==> src/rtl/dmem_access_unit.sv <==
// Load/store initiator: byte-addressed CPU requests to word accesses on a
// combinational-read data memory, with sub-word RMW and misalignment checks.
module dmem_access_unit #(
    parameter int DMEM_BITS = 10
) (
    input  logic        clk,
    input  logic        reset,
    input  logic        req_valid,
    output logic        req_ready,
    input  logic        req_write,
    input  logic [1:0]  req_size,
    input  logic        req_unsigned,
    input  logic [31:0] req_addr,
    input  logic [31:0] req_wdata,
    output logic        resp_valid,
    output logic [31:0] resp_rdata,
    output logic        resp_misaligned,
    output logic [31:0] mem_addr,
    output logic [31:0] mem_wdata,
    output logic        mem_we,
    input  logic [31:0] mem_rdata
);

    localparam int AW = DMEM_BITS + 2;

    typedef enum logic [1:0] {
        IDLE,
        READ,
        WRITE,
        RESP
    } state_t;

    state_t state;
    state_t state_next;

    logic          lat_write;
    logic [1:0]    lat_size;
    logic          lat_unsigned;
    logic [AW-1:0] lat_addr;
    logic [31:0]   lat_wdata;
    logic [31:0]   cap_word;

    logic          accept;
    logic          req_mis;
    logic          req_word_store;
    logic [31:0]   load_data;
    logic [7:0]    byte_sel;
    logic [15:0]   half_sel;
    logic          unused_addr_hi;

    function automatic logic is_misaligned(
        input logic [1:0] size,
        input logic [1:0] lsb
    );
        logic mis;
        case (size)
            2'b00:   mis = 1'b0;
            2'b01:   mis = lsb[0];
            2'b10:   mis = |lsb;
            default: mis = 1'b1;
        endcase
        return mis;
    endfunction

    assign unused_addr_hi = ^req_addr[31:AW];

    assign accept         = req_valid && req_ready;
    assign req_mis        = is_misaligned(req_size, req_addr[1:0]);
    assign req_word_store = req_write && (req_size == 2'b10);

    assign req_ready  = (state == IDLE);
    assign resp_valid = (state == RESP);
    assign mem_we     = (state == WRITE);
    assign mem_addr   = {{(32 - DMEM_BITS){1'b0}}, lat_addr[AW-1:2]};

    always_ff @(posedge clk or posedge reset) begin
        if (reset) begin
            state <= IDLE;
        end else begin
            state <= state_next;
        end
    end

    always_comb begin
        state_next = state;
        unique case (state)
            IDLE: begin
                if (accept) begin
                    if (req_mis) begin
                        state_next = RESP;
                    end else if (req_word_store) begin
                        state_next = WRITE;
                    end else begin
                        state_next = READ;
                    end
                end
            end
            READ:  state_next = lat_write ? WRITE : RESP;
            WRITE: state_next = RESP;
            RESP:  state_next = IDLE;
        endcase
    end

    assign byte_sel = mem_rdata[{lat_addr[1:0], 3'b000} +: 8];
    assign half_sel = lat_addr[1] ? mem_rdata[31:16] : mem_rdata[15:0];

    always_comb begin
        load_data = mem_rdata;
        unique case (1'b1)
            (lat_size == 2'b00):
                load_data = {{24{~lat_unsigned & byte_sel[7]}}, byte_sel};
            (lat_size == 2'b01):
                load_data = {{16{~lat_unsigned & half_sel[15]}}, half_sel};
            default:
                load_data = mem_rdata;
        endcase
    end

    // Sub-word stores merge into the word captured during READ.
    always_comb begin
        mem_wdata = cap_word;
        unique case (1'b1)
            (lat_size == 2'b00):
                mem_wdata[{lat_addr[1:0], 3'b000} +: 8] = lat_wdata[7:0];
            (lat_size == 2'b01):
                mem_wdata[{lat_addr[1], 4'b0000} +: 16] = lat_wdata[15:0];
            default:
                mem_wdata = lat_wdata;
        endcase
    end

    always_ff @(posedge clk or posedge reset) begin
        if (reset) begin
            lat_write    <= 1'b0;
            lat_size     <= 2'b00;
            lat_unsigned <= 1'b0;
            lat_addr     <= '0;
            lat_wdata    <= '0;
        end else if (accept) begin
            lat_write    <= req_write;
            lat_size     <= req_size;
            lat_unsigned <= req_unsigned;
            lat_addr     <= req_addr[AW-1:0];
            lat_wdata    <= req_wdata;
        end
    end

    always_ff @(posedge clk or posedge reset) begin
        if (reset) begin
            cap_word <= '0;
        end else if (state == READ) begin
            cap_word <= mem_rdata;
        end
    end

    // Response fields only change on entry to RESP and hold afterwards.
    always_ff @(posedge clk or posedge reset) begin
        if (reset) begin
            resp_rdata      <= '0;
            resp_misaligned <= 1'b0;
        end else begin
            if (accept && req_mis) begin
                resp_rdata      <= '0;
                resp_misaligned <= 1'b1;
            end else if (state == READ && !lat_write) begin
                resp_rdata      <= load_data;
                resp_misaligned <= 1'b0;
            end else if (state == WRITE) begin
                resp_rdata      <= '0;
                resp_misaligned <= 1'b0;
            end
        end
    end

endmodule

==> config.mk <==
export PLATFORM = sky130hd
export DESIGN_NAME = dmem_access_unit
export DESIGN_NICKNAME = d
export VERILOG_FILES = /design/src/rtl/dmem_access_unit.sv
export SDC_FILE = /design/constraint.sdc
export NUM_CORES = 1
export LEC_CHECK = 0
export ABC_AREA = 1
export CORE_MARGIN = 3
export CORE_UTILIZATION = 50
export DETAILED_ROUTE_END_ITERATION = 7
export PLACE_DENSITY_LB_ADDON = 0.15
export SYNTH_ARGS = -nofsm -noshare
export SYNTH_HDL_FRONTEND = slang
export SYNTH_SLANG_ARGS = --single-unit
==> constraint.sdc <==
create_clock -name clk -period 11.85 [get_ports clk]
set_input_delay 3.555 -clock clk [delete_from_list [all_inputs] [get_ports clk]]
set_output_delay 3.555 -clock clk [all_outputs]
set_load 0.02 [all_outputs]
==> flow_summary.json <==
{
  "grt-ovfl-total": 0,
  "synth.top_cell.area_share_pct": 42.87,
  "intPower_mw": 1.517,
  "final_util_pct": 68.70,
  "initial_core_util_pct": 52.13,
  "fmax_ghz": 0.1442,
  "finalHoldViolCount": 0,
  "ir_drop_uv": 220.9,
  "dp_hpwl_mm": 14.54,
  "powerDensity_nw_per_um2": 313.5,
  "finalSetupViolCount": 0,
  "finalCriticalPeriod_ns": 6.933,
  "slew_headroom_pct": 28.10,
  "worst_pin_slew_ns": 1.077,
  "hold_slack_ns": 0.4738,
  "postRouteAntennaNets": 0,
  "numCtsBuffers": 17,
  "synth_cell_types": 31,
  "diodes": 0,
  "synth_cells": 936,
  "fin_worst_skew_ns": 0.007896,
  "cp_num_buf_inv": 2,
  "rsz0062_at_grt": "false",
  "drt-initial-drc-count": 743,
  "maxSlewViolCount": 0,
  "io_buffers": 160,
  "io_pins": 203,
  "critical-path-max-stage-delay_ns": 0.70,
  "synth_area_per_cell_um2": 7.172,
  "first_pass_iters": 6,
  "clock_power_share_pct": 20.7,
  "syn_to_final_growth_pct": 31.78,
  "grt_max_degree": 66,
  "critical_path_class": "flip-flop to primary output",
  "yosysWarnings": 0,
  "crit_family": "buffers and inverters",
  "ys_ff_latch": 115,
  "drc": 0,
  "gp_congestion": 0.9132,
  "p_seq_share_pct": 25.2,
  "ctsLongestPathBuffers": 2,
  "required_ns": 8.30,
  "worst_r2r_path_depth": 9,
  "p_leak_nw": 4.316,
  "seqCellArea_um2": 2878,
  "arrival_ns": 3.38,
  "synth.cell_area_um2": 6713,
  "num_rows": 41,
  "core_area_um2": 12880,
  "p_sw_mw": 1.256,
  "setup_ws_ns": 4.917,
  "clk_latency_ns": 0.42,
  "cts_tree": "done",
  "wl_per_cell_um": 17.04,
  "status": "complete, no violations",
  "ctsHoldBuffers": 0,
  "period_share_pct": 58.51,
  "post_cts_resize_count": 0,
  "dp_cells": 1213,
  "start_kind": "flip-flop",
  "clk_pin_slew_ns": 0.05,
  "via_count": 6810,
  "multiInputGateArea_um2": 3079,
  "dieArea_um2": 14850,
  "endpoint_kind": "primary output",
  "pre_cts_ws_ns": 5.449,
  "clock_sinks": 115,
  "post-synth-top-area-cell": "dfrtp_1",
  "p_sw_share_pct": 45.30,
  "cts_root_buffer": "clkbuf_16",
  "comb_power_share_pct": 54.1,
  "min_delay_path_depth": 2,
  "vias_per_cell": 5.470,
  "ys_top_cells_by_area": "dfrtp_1 (43%), nand2_1 (21%), o21ai_0 (5.3%), inv_1 (4.9%), nand3_1 (3.8%)",
  "grt_pass1_wl_mm": 33.06,
  "fin_cells": 1245,
  "first_global_vias": 6290,
  "fillCellCount": 1078,
  "crit_top_cell": "nand3_1",
  "track_usage_pct": 28.76,
  "cp.depth": 8,
  "die_w_um": 121.9,
  "htreeDepth": 4,
  "routed_wl_mm": 21.22,
  "path_cells": "inv_1, ha_1, nor2_1, nand3_1, o22ai_1, nand2_1, nand3_1, clkdlybuf4s50_1",
  "critPathSlowestCell": "dfrtp_1",
  "crit_path_max_fanout": 15,
  "cap_violations": 0,
  "hold_path_class": "flip-flop to flip-flop",
  "post_cts_buffers": 0,
  "die_h_um": 121.9,
  "final_net_count": 1173,
  "ys_seq_area_share_pct": 42.87,
  "fin_setup_tns_ns": 0,
  "layout-drive-gt1-share_pct": 6.058,
  "antenna_found_initial": 0
}
==> flip-flops by register name, indices dropped and copies added, names as in the netlist <==
signal and flops:
lat_addr 12, cap_word 32, resp_rdata 32, lat_write 1
lat_size 2, resp_misaligned 1, lat_unsigned 1, lat_wdata 32
state 2
==> synthesized netlist by cell type <==
cell,n
nor2_4,1
nand3_4,1
nor2_1,7
buf_6,1
nand2_4,1
or2_0,8
conb_1,1
nand2_1,379
inv_4,1
o211ai_1,25
nor2_2,3
dfrtp_1,115
nand4_1,17
o22ai_1,33
or2_2,2
buf_1,6
o21ai_0,71
buf_12,1
clkbuf_1,31
inv_2,6
clkinv_1,4
nand2_2,10
nand3_1,51
buf_2,10
buf_4,32
nand2_8,1
ha_1,10
nand3b_1,1
a21oi_1,18
inv_1,88
nand3_2,1
==> final cells by class <==
type / count / share of cell area, %
clock inverter: 13 / 2.320
multi-input combinational: 662 / 34.81
inverter: 99 / 4.257
clock buffer: 19 / 5.120
tap: 172 / 2.433
timing repair buffer: 165 / 18.53
sequential: 115 / 32.53
==> worst register-to-register path, delay by kind of cell, from the launching register on <==
kind / cells / cell delay, ns
simple gates: 3 / 1.08
buf+inv: 4 / 0.94
flops: 1 / 0.40
fa+ha+maj: 1 / 0.17
compound gates: 1 / 0.17
==> per-layer routing <==
layer / routed length, um / track usage, % / vias up
met1: 8993 / 40.01 / 3166
met2: 9370 / 42.71 / 402
met4: 660 / 10.43 / 0
li1: - / - / 3185
met3: 2190 / 8.635 / 57
met5: 0 / 0 / -
==> power groups by stage <==
stage / Sequential, mW / Clock, mW / Combinational, mW
floorplan: 0.716 / 0 / 0.931
global placement: 0.692 / 0 / 1.46
detailed placement: 0.695 / 0 / 1.48
CTS: 0.694 / 0.576 / 1.49
global route: 0.718 / 0.595 / 1.64
finish: 0.698 / 0.573 / 1.50
==> cells by family after synthesis <==
logic type      count (synthesis)  synth area share (%)
buf+inv                       180                 12.43
compound gates                147                 12.51
other cells                     1               0.05586
simple gates                  483                 30.27
fa+ha+maj                      10                 1.864
flops                         115                 42.87
==> worst paths after layout <==
check	endpoint	startpoint	slack (ns)
min in group asynchronous	lat_addr[6]	reset	3.62
worst min-delay path	resp_rdata[28]	resp_rdata[28]	0.47
worst min register to register	resp_rdata[28]	resp_rdata[28]	0.47
max in group asynchronous	resp_rdata[3]	reset	7.04
worst max-delay path	mem_wdata[18]	lat_addr[0]	4.92
worst max register to register	resp_rdata[7]	state[1]	9.03
==> cell usage in the layout, fill, tap and decap left out, types with 8 or more instances in the layout <==
cell type,count
or2_0,8
clkbuf_16,17
nand2_2,10
clkdlybuf4s50_1,160
dfrtp_1,115
a21oi_1,18
nand4_1,17
nand2_1,379
conb_1,22
inv_1,87
nand3_1,51
o21ai_0,71
ha_1,10
o211ai_1,25
o22ai_1,33
==> per-stage QoR <==
stage	instance area, um^2	power [mW]
detailed placement	8188	2.172
finish	8846	2.773
CTS	8846	2.763
floorplan	6792	1.647
global route	8846	2.950
global placement	8188	2.154
No activity file was read; power rests on OpenSTA's default activity.
